--- src/rtl/int_responder.sv ---
// int_responder: bench-side interrupt source; raises interrupt when macroscopic_pc hits TRIG_PC, holds it until an ack write to INT_ADDR, re-arms after GAP_CYCLES.
// Latency: interrupt is registered, high the cycle after the matching PC edge. No backpressure: an ack is consumed in whatever cycle it appears.
// Optional trace: define INT_RESP_LOG_EN for $display of fire/ack/timeout events (simulation only).
module int_responder #(
    parameter logic [31:0] INT_ADDR   = 32'h0000_7F20,
    parameter logic [31:0] TRIG_PC    = 32'h0000_3010,
    parameter int unsigned GAP_CYCLES = 16,
    parameter int unsigned MAX_FIRES  = 4,
    parameter int unsigned TIMEOUT    = 1000
) (
    input  logic        clk,
    input  logic        reset,
    input  logic        enable,
    input  logic [31:0] macroscopic_pc,
    input  logic [31:0] m_int_addr,
    input  logic [3:0]  m_int_byteen,
    output logic        interrupt,
    output logic [7:0]  fire_count,
    output logic [7:0]  spurious_count,
    output logic [1:0]  state,
    output logic        err_timeout
);

    typedef enum logic [1:0] {
        S_IDLE   = 2'b00,
        S_ASSERT = 2'b01,
        S_GAP    = 2'b10,
        S_DONE   = 2'b11
    } state_t;

    localparam logic [31:0] GAP_LAST   = 32'(GAP_CYCLES - 1);
    localparam logic [31:0] TO_LAST    = 32'(TIMEOUT - 1);
    localparam logic [31:0] FIRE_LIMIT = 32'(MAX_FIRES);
    localparam bit          TO_EN      = (TIMEOUT != 0);
    localparam bit          LIMIT_EN   = (MAX_FIRES != 0);

    state_t      state_q, state_d;
    logic [31:0] pc_prev;
    logic [31:0] gap_cnt;
    logic [31:0] to_cnt;
    logic        ack, match;
    logic        fire, ack_ok, to_hit;

    assign ack   = (|m_int_byteen) && (m_int_addr[31:2] == INT_ADDR[31:2]);
    // Edge-qualified so a PC stalled on the trigger address requests only once.
    assign match = (macroscopic_pc == TRIG_PC) && (pc_prev != TRIG_PC);
    assign state = state_q;

    always_comb begin
        state_d = state_q;
        fire    = 1'b0;
        ack_ok  = 1'b0;
        to_hit  = 1'b0;
        case (state_q)
            S_IDLE: begin
                if (enable && match) begin
                    state_d = S_ASSERT;
                    fire    = 1'b1;
                end
            end
            S_ASSERT: begin
                // Ack takes priority over a coincident timeout.
                if (ack) begin
                    state_d = S_GAP;
                    ack_ok  = 1'b1;
                end else if (TO_EN && (to_cnt == TO_LAST)) begin
                    state_d = S_DONE;
                    to_hit  = 1'b1;
                end
            end
            S_GAP: begin
                if (gap_cnt == GAP_LAST) begin
                    if (LIMIT_EN && ({24'd0, fire_count} == FIRE_LIMIT))
                        state_d = S_DONE;
                    else
                        state_d = S_IDLE;
                end
            end
            default: state_d = S_DONE;
        endcase
    end

    always_ff @(posedge clk or negedge reset) begin
        if (!reset) begin
            state_q        <= S_IDLE;
            interrupt      <= 1'b0;
            fire_count     <= 8'd0;
            spurious_count <= 8'd0;
            err_timeout    <= 1'b0;
            pc_prev        <= 32'd0;
            gap_cnt        <= 32'd0;
            to_cnt         <= 32'd0;
        end else begin
            state_q   <= state_d;
            interrupt <= (state_d == S_ASSERT);
            pc_prev   <= macroscopic_pc;

            if (fire) begin
                to_cnt <= 32'd0;
                if (fire_count != 8'hFF)
                    fire_count <= fire_count + 8'd1;
            end else if (state_q == S_ASSERT) begin
                to_cnt <= to_cnt + 32'd1;
            end

            if (ack_ok)
                gap_cnt <= 32'd0;
            else if (state_q == S_GAP)
                gap_cnt <= gap_cnt + 32'd1;

            if (to_hit)
                err_timeout <= 1'b1;

            if (ack && (state_q != S_ASSERT) && (spurious_count != 8'hFF))
                spurious_count <= spurious_count + 8'd1;
        end
    end

`ifdef INT_RESP_LOG_EN
    always_ff @(posedge clk) begin
        if (reset) begin
            if (fire)
                $display("%d@%h: #interrupt fire %0d", $time, macroscopic_pc, int'(fire_count) + 1);
            if (ack_ok)
                $display("%d@%h: #interrupt ack", $time, macroscopic_pc);
            if (to_hit)
                $display("%d@%h: #interrupt timeout, no ack", $time, macroscopic_pc);
        end
    end
`endif

endmodule

--- config.mk ---
export PLATFORM = sky130hd
export DESIGN_NAME = int_responder
export DESIGN_NICKNAME = d
export VERILOG_FILES = /design/src/rtl/int_responder.sv
export SDC_FILE = /design/constraint.sdc
export NUM_CORES = 1
export LEC_CHECK = 0
export CAP_MARGIN = 20
export CORE_MARGIN = 2
export CORE_UTILIZATION = 58
export DETAILED_ROUTE_END_ITERATION = 12
export PLACE_DENSITY = 0.92
export SLEW_MARGIN = 30
export SYNTH_ARGS = -nofsm -noshare
export SYNTH_HDL_FRONTEND = slang
export SYNTH_SLANG_ARGS = --single-unit
--- constraint.sdc ---
create_clock -name clk -period 5.5 [get_ports clk]
set_input_delay 1.1 -clock clk [delete_from_list [all_inputs] [get_ports clk]]
set_output_delay 1.1 -clock clk [all_outputs]
set_load 0.005 [all_outputs]
==> results of run 1 <==
synth_stat cells, types with 2 or more instances:
library cell	count
sky130_fd_sc_hd__xor2_1	11
sky130_fd_sc_hd__nor4_4	2
sky130_fd_sc_hd__nor3b_1	2
sky130_fd_sc_hd__ha_1	5
sky130_fd_sc_hd__xnor2_1	14
sky130_fd_sc_hd__nor2_1	24
sky130_fd_sc_hd__and4_1	8
sky130_fd_sc_hd__a21oi_1	8
sky130_fd_sc_hd__buf_2	5
sky130_fd_sc_hd__nand4_4	2
sky130_fd_sc_hd__mux2i_1	6
sky130_fd_sc_hd__dfrtp_1	116
sky130_fd_sc_hd__nor4_1	30
sky130_fd_sc_hd__and2_1	8
sky130_fd_sc_hd__nor2b_1	5
sky130_fd_sc_hd__o211ai_1	23
sky130_fd_sc_hd__nor4_2	3
sky130_fd_sc_hd__or3_1	4
sky130_fd_sc_hd__and3_1	8
sky130_fd_sc_hd__clkbuf_1	9
sky130_fd_sc_hd__or4_1	4
sky130_fd_sc_hd__inv_1	10
sky130_fd_sc_hd__o31ai_1	7
sky130_fd_sc_hd__nand3_1	48
sky130_fd_sc_hd__nand4_1	35
sky130_fd_sc_hd__nand2_1	36
sky130_fd_sc_hd__o21ai_0	38
sky130_fd_sc_hd__nor4b_1	4
sky130_fd_sc_hd__o21a_1	3
sky130_fd_sc_hd__nor3_1	11
sky130_fd_sc_hd__nand2b_1	5
sky130_fd_sc_hd__mux2_2	4
sky130_fd_sc_hd__nor4bb_1	2
sky130_fd_sc_hd__o22ai_1	3
registers in the layout, indices dropped and copies added (netlist names):
name,cells
err_timeout,1
fire_count,8
gap_cnt,32
interrupt,1
pc_prev,32
spurious_count,8
state,2
to_cnt,32
path summary, 6_finish.rpt:
kind / cells after the start / start / end
max in group asynchronous: 3 / reset / gap_cnt[7]
worst max-delay path: 6 / macroscopic_pc[5] / to_cnt[2]
min in group asynchronous: 1 / reset / pc_prev[1]
worst max register to register: 5 / state[0] / to_cnt[2]
worst min register to register: 1 / err_timeout / err_timeout
worst min-delay path: 1 / err_timeout / err_timeout
metal layers:
metal  GRT usage [%]  vias up  share of wire (%)
li1                -     2193                  -
met1            36.7     2471                 37
met2            56.9      275                 52
met3            8.14       61                6.3
met4            15.0        0                3.8
met5               0        -                  0
metrics by stage:
step | instance area (µm²) | setup slack (ns) | hold slack (ns) | std cells | util [%]
floorplan | 5480 | 2.76 | 0.440 | 524 | -
global route | 7090 | 1.88 | 0.512 | 742 | 77.0
detailed placement | 6470 | 1.56 | 0.463 | 710 | 70.4
finish | 7090 | 2.02 | 0.482 | 742 | 77.0
CTS | 7080 | 2.10 | 0.482 | 742 | 77.0
global placement | 6450 | 1.84 | 0.457 | 709 | 70.1
cells by family after synthesis:
| kind of cell | Yosys count | share of synthesized area [%] |
|---|---|---|
| compound gates | 92 | 10.6 |
| xor+xnor | 25 | 3.99 |
| fa+ha+maj | 5 | 1.14 |
| buf+inv | 26 | 2.03 |
| flops | 116 | 52.9 |
| mux | 11 | 2.12 |
| simple gates | 249 | 27.2 |
report_power, final:
part / total [mW] / switching (mW) / internal [mW] / leakage (nW)
Clock: 1.13 / 0.390 / 0.735 / 0.294
Sequential: 0.870 / 0.00438 / 0.866 / 1.25
Combinational: 0.0802 / 0.0323 / 0.0480 / 1.30
layout make-up:
type	instances	area (µm²)	area share [%]
clock inverters	9	125	1.77
inverters	10	37.5	0.530
clock buffers	23	477	6.73
well taps	111	139	1.96
multi-input cells	382	2480	35.1
flip-flops and latches	116	2900	41.0
repair buffers	91	921	13.0
critical path, stage by stage:
cell and delay, ns:
sky130_fd_sc_hd__clkdlybuf4s50_1 0.44, sky130_fd_sc_hd__nor4b_1 0.60, sky130_fd_sc_hd__nand4_1 0.18, sky130_fd_sc_hd__or3_4 0.58
sky130_fd_sc_hd__nor2_1 0.69, sky130_fd_sc_hd__o21ai_0 0.23
==> insert_results.sql, run 1 <==
INSERT INTO impl_metrics (metric_group, metric, value, unit) VALUES
('final_layout', 'layout-drive-gt1-share', '8.72', '%'),
('pwr', 'totalPowerFinal', '2.08', 'mW'),
('yosys', 'async_set_reset_flop_share_out_of_synthesis', '100', '%'),
('worst_hold_path', 'holdCritPathClass', 'reg -> reg', ''),
('global_route', 'first_global_vias', '5090', ''),
('drt', 'detail_route.first_pass.iterations', '6', ''),
('floorplanning', 'die_area', '0.0102', 'mm²'),
('drt', 'first_iter_violations', '418', ''),
('worst_setup_path', 'crit_type', 'in -> reg', ''),
('worst_setup_path', 'worstSetupEndpointType', 'register', ''),
('floorplanning', 'placementRows', '35', ''),
('drt', 'route.antenna.remaining_nets', '0', ''),
('global_route', 'global_route_overflow', '0', ''),
('timing', 'rsz_0062_raised_after_global_routing', 'false', ''),
('yosys', 'synthDominantAreaCellType', 'sky130_fd_sc_hd__dfrtp_1', ''),
('final_layout', 'number_of_inserted_filler_cells_in_the_final_layout', '529', ''),
('drt', 'finalWirelength', '15800', 'µm'),
('yosys', 'yosysWarningCount', '0', ''),
('final_layout', 'syn2layout_area_growth', '29.2', '%'),
('timing', 'setup_viols_final', '0', ''),
('clocking', 'clkSlewWorstSetupHoldPaths', '0.06', 'ns'),
('clocking', 'post_cts.repair.setup_buffers', '0', ''),
('run', 'cap_viol_max_count', '0', ''),
('outcome', 'outcome', 'finished clean', ''),
('yosys', 'synth_area', '0.00548', 'mm²'),
('floorplanning', 'coreArea', '0.00920', 'mm²'),
('yosys', 'ys_dominant_reg_cell', 'sky130_fd_sc_hd__dfrtp_1', ''),
('global_route', 'grt_util_all_layers', '32.2', '%'),
('clocking', 'ctsHtreeMaxLevel', '4', ''),
('clocking', 'insertion_delay', '0.53', 'ns'),
('worst_setup_path', 'setup.worst_path.start_class', 'input port', ''),
('floorplanning', 'floorplan.die.width', '101', 'µm'),
('yosys', 'synth-seq-cells', '116', ''),
('clocking', 'cts_hold_buffers', '0', ''),
('placement', 'gpl.final_weighted_congestion', '0.879', ''),
('global_route', 'grt_max_degree', '54', ''),
('drt', 'routedWlPerCell', '21.3', 'µm'),
('yosys', 'synthCells', '524', ''),
('final_layout', 'mostFrequentLayoutCell', 'sky130_fd_sc_hd__dfrtp_1', ''),
('floorplanning', 'die_h', '101', 'µm'),
('worst_setup_path', 'timing.critical_path.arrival', '3.84', 'ns'),
('yosys', 'yosysTopAreaCellShare', '52.9', '%'),
('yosys', 'synth-edff-count', '0', ''),
('drt', 'vias', '5000', ''),
('final_layout', 'antennaDiodeCount', '0', ''),
('timing', 'clock-skew-final', '0.00906', 'ns'),
('timing', 'period_share', '63.2', '%'),
('clocking', 'clockRootBuffer', 'sky130_fd_sc_hd__clkbuf_8', ''),
('global_route', 'initial_antenna_violation_count', '0', ''),
('timing', 'maximum_clock_frequency', '0.288', 'GHz'),
('worst_setup_path', 'ff2ff_setup_slack', '2.83', 'ns'),
('worst_setup_path', 'critPathMaxFanout', '30', ''),
('clocking', 'cts_inserted_buffers', '17', ''),
('timing', 'tightestPinTransition', '0.811', 'ns'),
('yosys', 'syn-num-nets', '600', ''),
('timing', 'slew-limit-headroom', '45.8', '%'),
('worst_setup_path', 'cp_data_required_time', '5.86', 'ns'),
('timing', 'finalHoldViolCount', '0', ''),
('drt', 'drt-vias-per-instance', '6.74', ''),
('pwr', 'vdd.ir_drop.worst', '0.244', 'mV'),
('placement', 'place_hpwl', '9780', 'µm'),
('yosys', 'yosysUniqueCellTypes', '55', ''),
('yosys', 'synthesis.area_per_instance', '10.5', 'µm²'),
('timing', 'fin_tns_setup', '0', 'ns'),
('final_layout', 'layout.cells.most_common_list', '116 x sky130_fd_sc_hd__dfrtp_1, 87 x sky130_fd_sc_hd__clkdlybuf4s50_1, 48 x sky130_fd_sc_hd__nand3_1, 38 x sky130_fd_sc_hd__o21ai_0, 36 x sky130_fd_sc_hd__nand2_1', ''),
('placement', 'portBuffers', '88', ''),
('clocking', 'clk_path_buf_depth', '2', ''),
('timing', 'final-max-slew-violation-count', '0', ''),
('yosys', 'synthTopCellsByArea', 'sky130_fd_sc_hd__dfrtp_1 53%, sky130_fd_sc_hd__nand3_1 4.4%, sky130_fd_sc_hd__nand4_1 4.0%', ''),
('drt', 'drc_errors', '0', ''),
('timing', 'min_period', '3.48', 'ns'),
('clocking', 'numClockSinks', '116', ''),
('yosys', 'synth_seq_area_share', '52.9', '%'),
('clocking', 'clock_tree_from_tritoncts', 'yes', ''),
('floorplanning', 'floorplan.io_pins', '91', ''),
('floorplanning', 'start_util', '59.6', '%'),
('clocking', 'total_of_cells_resized_after_clock_tree_synthesis', '0', ''),
('pwr', 'p_leak', '2.85', 'nW'),
('global_route', 'grt_first_pass_wirelength', '25500', 'µm'),
('final_layout', 'nNetsFinal', '694', ''),
('pwr', 'cellPowerDensity', '293', 'mW/mm²');
No activity file was read; power rests on OpenSTA's default activity.
==> run 2: changes to the inputs <==
- CORE_UTILIZATION: 58 -> 53
- PLACE_DENSITY: 0.92 -> 0.86
- clock period: 5.5 -> 3.33 ns (I/O delays scaled with it)
==> insert_results.sql, run 2 (same netlist as run 1, synthesis figures left out) <==
INSERT INTO impl_metrics (metric_group, metric, value, unit) VALUES
('placement', 'place_hpwl', '9420', 'µm'),
('final_layout', 'layout-drive-gt1-share', '9.58', '%'),
('floorplanning', 'start_util', '53.8', '%'),
('placement', 'place.detailed.instances', '742', ''),
('timing', 'min_period', '2.54', 'ns'),
('final_layout', 'instances_no_fill', '773', ''),
('global_route', 'first_global_vias', '4837', ''),
('run', 'cap_viol_max_count', '0', ''),
('worst_setup_path', 'crit-reg2reg-capture', 'to_cnt[24]', ''),
('worst_setup_path', 'crit_type', 'reg -> reg', ''),
('timing', 'maximum_clock_frequency', '0.394', 'GHz'),
('clocking', 'total_of_cells_resized_after_clock_tree_synthesis', '0', ''),
('global_route', 'grt_max_degree', '50', ''),
('worst_setup_path', 'r2r_start', 'state[1]', ''),
('final_layout', 'regs_by_ff_count', 'gap_cnt x32, pc_prev x32, to_cnt x32', ''),
('global_route', 'grt_first_pass_wirelength', '23500', 'µm'),
('worst_setup_path', 'ff2ff_setup_slack', '0.79', 'ns'),
('drt', 'drt-vias-per-instance', '6.15', ''),
('placement', 'portBuffers', '88', ''),
('pwr', 'vdd.ir_drop.worst', '0.349', 'mV'),
('global_route', 'initial_antenna_violation_count', '0', ''),
('pwr', 'cellPowerDensity', '457', 'mW/mm²'),
('clocking', 'clk_path_buf_depth', '2', ''),
('drt', 'routedWlPerCell', '17.9', 'µm'),
('timing', 'final-max-slew-violation-count', '0', ''),
('clocking', 'post_cts.repair.setup_buffers', '0', ''),
('global_route', 'global_route_overflow', '0', ''),
('final_layout', 'antennaDiodeCount', '0', ''),
('floorplanning', 'floorplan.die.width', '106', 'µm'),
('final_layout', 'layout.area.seq', '0.00290', 'mm²'),
('floorplanning', 'placementRows', '37', ''),
('clocking', 'insertion_delay', '0.52', 'ns'),
('final_layout', 'nNetsFinal', '701', ''),
('worst_setup_path', 'crit_end', 'to_cnt[24]', ''),
('drt', 'drc_errors', '0', ''),
('clocking', 'clkSlewWorstSetupHoldPaths', '0.06', 'ns'),
('drt', 'route.antenna.remaining_nets', '0', ''),
('worst_setup_path', 'reg2regPathDepth', '5', ''),
('worst_hold_path', 'holdCritPathClass', 'in -> async', ''),
('timing', 'setup_viols_final', '0', ''),
('final_layout', 'layout.cells.most_common_list', '116 x sky130_fd_sc_hd__dfrtp_1, 87 x sky130_fd_sc_hd__clkdlybuf4s50_1, 48 x sky130_fd_sc_hd__nand3_1, 38 x sky130_fd_sc_hd__o21ai_0, 36 x sky130_fd_sc_hd__nand2_1', ''),
('worst_setup_path', 'worstSetupEndpointType', 'register', ''),
('timing', 'period_share', '76.2', '%'),
('drt', 'first_iter_violations', '373', ''),
('timing', 'clock-skew-final', '0.0110', 'ns'),
('placement', 'gpl.final_weighted_congestion', '0.910', ''),
('clocking', 'ctsHtreeMaxLevel', '4', ''),
('timing', 'finalHoldViolCount', '0', ''),
('worst_setup_path', 'critical_path.startpoint', 'state[1]', ''),
('global_route', 'grt_util_all_layers', '26.5', '%'),
('clocking', 'clockRootBuffer', 'sky130_fd_sc_hd__clkbuf_8', ''),
('clocking', 'cts_inserted_buffers', '17', ''),
('timing', 'fin_tns_setup', '0', 'ns'),
('timing', 'tightestPinTransition', '0.926', 'ns'),
('worst_setup_path', 'cp_data_required_time', '3.73', 'ns'),
('placement', 'post-place-ws', '0.423', 'ns'),
('outcome', 'outcome', 'finished clean', ''),
('worst_setup_path', 'critPathMaxFanout', '14', ''),
('final_layout', 'syn2layout_area_growth', '29.0', '%'),
('drt', 'vias', '4753', ''),
('worst_setup_path', 'timing.critical_path.arrival', '2.93', 'ns'),
('timing', 'rsz_0062_raised_after_global_routing', 'false', ''),
('clocking', 'clock_tree_from_tritoncts', 'yes', ''),
('timing', 'slew-limit-headroom', '37.8', '%'),
('worst_setup_path', 'setup.worst_path.start_class', 'register', ''),
('final_layout', 'multi_input_area', '0.00247', 'mm²'),
('final_layout', 'mostFrequentLayoutCell', 'sky130_fd_sc_hd__dfrtp_1', ''),
('clocking', 'numClockSinks', '116', ''),
('floorplanning', 'coreArea', '0.0102', 'mm²'),
('floorplanning', 'die_area', '0.0112', 'mm²'),
('pwr', 'p_leak', '2.85', 'nW'),
('clocking', 'cts_hold_buffers', '0', ''),
('floorplanning', 'floorplan.io_pins', '91', ''),
('floorplanning', 'die_h', '106', 'µm'),
('drt', 'detail_route.first_pass.iterations', '5', ''),
('final_layout', 'number_of_inserted_filler_cells_in_the_final_layout', '715', ''),
('timing', 'fin_ws', '0.794', 'ns'),
('drt', 'finalWirelength', '13800', 'µm');
==> run 2: cell count changes in the layout (fill, tap and decap cells not counted), sizes merged <==
cell | before | now
buf | 4 | 11
bufinv | 3 | 2
clkinv | 4 | 8
clkbuf | 23 | 19
==> run 2: routing by layer <==
metal  part of all wire (%)  wire (µm)  vias to the layer above  global-route usage (%)
met5                      0          0                        -                       0
met4                    1.8        245                        0                    8.83
met3                    5.7        789                       23                    7.11
met2                     51       7090                      180                    44.5
met1                     41       5690                     2347                    33.2
li1                       -          -                     2203                       -
==> run 2: power by group <==
part / leakage, nW / internal (mW) / total, mW / switching, mW
registers: 1.25 / 1.43 / 1.44 / 0.00597
logic: 1.33 / 0.0765 / 0.126 / 0.0491
clock network: 0.267 / 1.05 / 1.67 / 0.623
total: 2.85 / 2.55 / 3.23 / 0.678
==> run 2: worst min path at each step <==
stage,from,end,slack [ns],depth (start not counted)
after floorplan,reset,err_timeout,0.37,0
after global placement,err_timeout,err_timeout,0.46,1
after detailed placement,to_cnt[31],to_cnt[31],0.47,1
after CTS,reset,pc_prev[16],0.16,1
after global routing,reset,pc_prev[16],0.20,1
final,reset,pc_prev[16],0.16,1
==> run 2: layout make-up <==
type,count,share of cell area (%)
tap,136,2.40
inverter,10,0.531
clock buffer,19,5.96
timing repair buffer,98,13.5
sequential,116,41.0
clock inverter,12,1.63
multi-input combinational,382,35.0
==> run 2: metrics by stage <==
stage	utilization, %	area [µm²]	total power, mW	hold slack, ns
6_report	69.5	7080	3.23	0.159
4_1_cts	69.5	7080	3.25	0.164
3_3_place_gp	64.2	6540	1.58	0.455
2_1_floorplan	-	5480	1.47	0.370
3_5_place_dp	64.2	6540	1.59	0.473
5_1_grt	69.5	7080	3.34	0.197
==> run 2: worst max-delay path, cell delays in order (launching register included) <==
cell	delay, ns
sky130_fd_sc_hd__dfrtp_1	0.55
sky130_fd_sc_hd__nand2b_1	0.48
sky130_fd_sc_hd__nor4_2	0.90
sky130_fd_sc_hd__nand4_1	0.22
sky130_fd_sc_hd__o211ai_1	0.15
sky130_fd_sc_hd__o21ai_0	0.11
==> run 3: changes to the inputs <==
- CORE_UTILIZATION: 53 -> 48
- PLACE_DENSITY: 0.86 -> 0.82
- clock period: 3.33 -> 2.1 ns (I/O delays scaled with it)
==> insert_results.sql, run 3 (same netlist as run 1, synthesis figures left out) <==
INSERT INTO impl_metrics (metric_group, metric, value, unit) VALUES
('outcome', 'outcome', 'finished, violations left', ''),
('outcome', 'violations', 'setup timing', ''),
('timing', 'slew-limit-headroom', '64.6', '%'),
('clocking', 'clockRootBuffer', 'sky130_fd_sc_hd__clkbuf_16', ''),
('global_route', 'initial_antenna_violation_count', '0', ''),
('global_route', 'grt_first_pass_wirelength', '24400', 'µm'),
('floorplanning', 'die_h', '111', 'µm'),
('drt', 'vias', '4905', ''),
('timing', 'period_share', '100', '%'),
('floorplanning', 'placementRows', '39', ''),
('global_route', 'most_used_routing_layer', 'met2', ''),
('run', 'cap_viol_max_count', '0', ''),
('pwr', 'seq_power_share', '44.0', '%'),
('clocking', 'insertion_delay', '0.41', 'ns'),
('final_layout', 'antennaDiodeCount', '0', ''),
('floorplanning', 'floorplan.io_pins', '91', ''),
('global_route', 'first_global_vias', '4961', ''),
('final_layout', 'nNetsFinal', '734', ''),
('final_layout', 'layout-drive-gt1-share', '16.8', '%'),
('placement', 'place_hpwl', '9690', 'µm'),
('global_route', 'global_route_overflow', '0', ''),
('pwr', 'sw_frac_of_total', '24.0', '%'),
('floorplanning', 'die_area', '0.0123', 'mm²'),
('global_route', 'globalRouteMet3Util', '4.70', '%'),
('pwr', 'p_comb_share', '4.3', '%'),
('pwr', 'p_leak', '3.17', 'nW'),
('global_route', 'grt_util_met2', '42.9', '%'),
('floorplanning', 'coreArea', '0.0113', 'mm²'),
('pwr', 'vdd.ir_drop.worst', '0.583', 'mV'),
('placement', 'gpl.final_weighted_congestion', '0.891', ''),
('drt', 'drc_errors', '0', ''),
('pwr', 'cellInternalPower', '3.94', 'mW'),
('clocking', 'clk_path_buf_depth', '2', ''),
('final_layout', 'regs_by_ff_count', 'gap_cnt x32, pc_prev x32, to_cnt x32', ''),
('worst_setup_path', 'cp_data_required_time', '2.38', 'ns'),
('drt', 'routedWlPerCell', '18.4', 'µm'),
('final_layout', 'mostFrequentLayoutCell', 'sky130_fd_sc_hd__dfrtp_1', ''),
('timing', 'rsz_0062_raised_after_global_routing', 'true', ''),
('timing', 'finalHoldViolCount', '0', ''),
('placement', 'portBuffers', '88', ''),
('timing', 'min_period', '2.10', 'ns'),
('clocking', 'numClockSinks', '116', ''),
('timing', 'setup_viols_final', '1', ''),
('worst_setup_path', 'crit_type', 'in -> reg', ''),
('worst_setup_path', 'ff2ff_setup_slack', '0.04', 'ns'),
('final_layout', 'layout.cells.most_common_list', '114 x sky130_fd_sc_hd__dfrtp_1, 72 x sky130_fd_sc_hd__clkdlybuf4s50_1, 48 x sky130_fd_sc_hd__nand3_1, 38 x sky130_fd_sc_hd__buf_4, 36 x sky130_fd_sc_hd__nand2_1', ''),
('floorplanning', 'start_util', '48.7', '%'),
('timing', 'final-max-slew-violation-count', '0', ''),
('worst_setup_path', 'worstSetupEndpointType', 'register', ''),
('drt', 'drt-vias-per-instance', '6.03', ''),
('final_layout', 'number_of_inserted_filler_cells_in_the_final_layout', '779', ''),
('pwr', 'p_sw', '1.24', 'mW'),
('final_layout', 'utilization', '66.9', '%'),
('timing', 'clock-skew-final', '0.00585', 'ns'),
('worst_setup_path', 'setup.worst_path.start_class', 'input port', ''),
('clocking', 'cts_inserted_buffers', '17', ''),
('pwr', 'clockPowerShare', '51.7', '%'),
('floorplanning', 'floorplan.die.width', '111', 'µm'),
('drt', 'first_iter_violations', '589', ''),
('global_route', 'grt_util_all_layers', '24.6', '%'),
('clocking', 'ctsHtreeMaxLevel', '4', ''),
('clocking', 'clock_tree_from_tritoncts', 'yes', ''),
('drt', 'route.antenna.remaining_nets', '0', ''),
('worst_hold_path', 'holdCritPathClass', 'in -> reg', ''),
('worst_setup_path', 'critPathMaxFanout', '8', ''),
('drt', 'finalWirelength', '15000', 'µm'),
('timing', 'maximum_clock_frequency', '0.476', 'GHz'),
('global_route', 'grt_util_met1', '30.3', '%'),
('pwr', 'totalPowerFinal', '5.18', 'mW'),
('drt', 'detail_route.first_pass.iterations', '8', ''),
('worst_setup_path', 'timing.critical_path.arrival', '2.38', 'ns'),
('clocking', 'clkSlewWorstSetupHoldPaths', '0.06', 'ns'),
('timing', 'fin_ws', '-0.000156', 'ns'),
('global_route', 'grt_max_degree', '46', ''),
('pwr', 'cellPowerDensity', '687', 'mW/mm²'),
('final_layout', 'syn2layout_area_growth', '37.5', '%'),
('timing', 'tightestPinTransition', '0.531', 'ns');
==> run 3: cell types whose count changed in the layout (fill, tap and decap cells not counted), sizes merged, moves of 2 or more <==
cell	previous run	this run
dlymetal6s2s	0	13
clkbuf	19	17
clkdlybuf4s50	87	72
inv	10	16
buf	11	43
dlygate4sd2	0	2
bufinv	2	0
==> run 3: final cells by class <==
class                      count  area [µm²]  share of cell area, %
tap                          143         179                   2.37
clock inverter                15         126                   1.68
sequential                   116        2910                   38.5
clock buffer                  17         425                   5.64
inverter                      10        37.5                  0.498
multi-input combinational    382        2590                   34.3
timing repair buffer         131        1280                   17.0
==> run 3: final timing paths <==
kind                                         start           endpoint  depth (start not counted)
max in group asynchronous                    reset        gap_cnt[16]                          3
worst max-delay path             macroscopic_pc[4]          to_cnt[4]                          7
min in group asynchronous                    reset  spurious_count[7]                          2
worst max register to register            state[1]          to_cnt[4]                          6
worst min-delay path            macroscopic_pc[26]        pc_prev[26]                          1
worst min register to register          to_cnt[31]         to_cnt[31]                          1
==> run 3: per-layer routing <==
layer,vias up,part of all wire [%]
li1,2281,-
met5,-,0
met3,41,4.9
met4,0,2.5
met2,195,52
met1,2388,40
==> run 3: critical path: stages <==
cell                              delay [ns]
sky130_fd_sc_hd__clkdlybuf4s50_1        0.50
sky130_fd_sc_hd__nor4b_4                0.23
sky130_fd_sc_hd__nand4_1                0.13
sky130_fd_sc_hd__or3_4                  0.46
sky130_fd_sc_hd__buf_8                  0.16
sky130_fd_sc_hd__o21ai_0                0.34
sky130_fd_sc_hd__o22ai_1                0.14
==> run 3: power groups by stage <==
stage          Sequential [mW]  Combinational (mW)  Clock [mW]
2_1_floorplan             2.31              0.0143           0
3_3_place_gp              2.31               0.213           0
3_5_place_dp              2.32               0.220           0
4_1_cts                   2.28               0.225        2.71
5_1_grt                   2.28               0.244        2.79
6_report                  2.28               0.225        2.68
==> run 3: through the flow <==
step	setup slack, ns	TNS, ns	hold slack [ns]	area (µm²)	std cells
floorplan	0.0578	0	0.124	5490	524
finish	-0.000156	-0.000156	0.166	7540	814
global route	-0.0570	-0.168	0.180	7540	814
detailed placement	-0.534	-30.50	0.425	6800	777
global placement	-0.462	-26.84	0.417	6800	777
CTS	0.00437	0	0.458	7400	810
==> run 3: timing repair <==
item | in CTS | in global routing
pin swaps | 8 | 14
gates cloned | 0 | 0
setup endpoints to repair | 26 | 37
resized for setup | 12 | 36
buffers inserted | 0 | 4
hold buffers | 1 | 0
endpoints found under the hold margin | 36 | 0
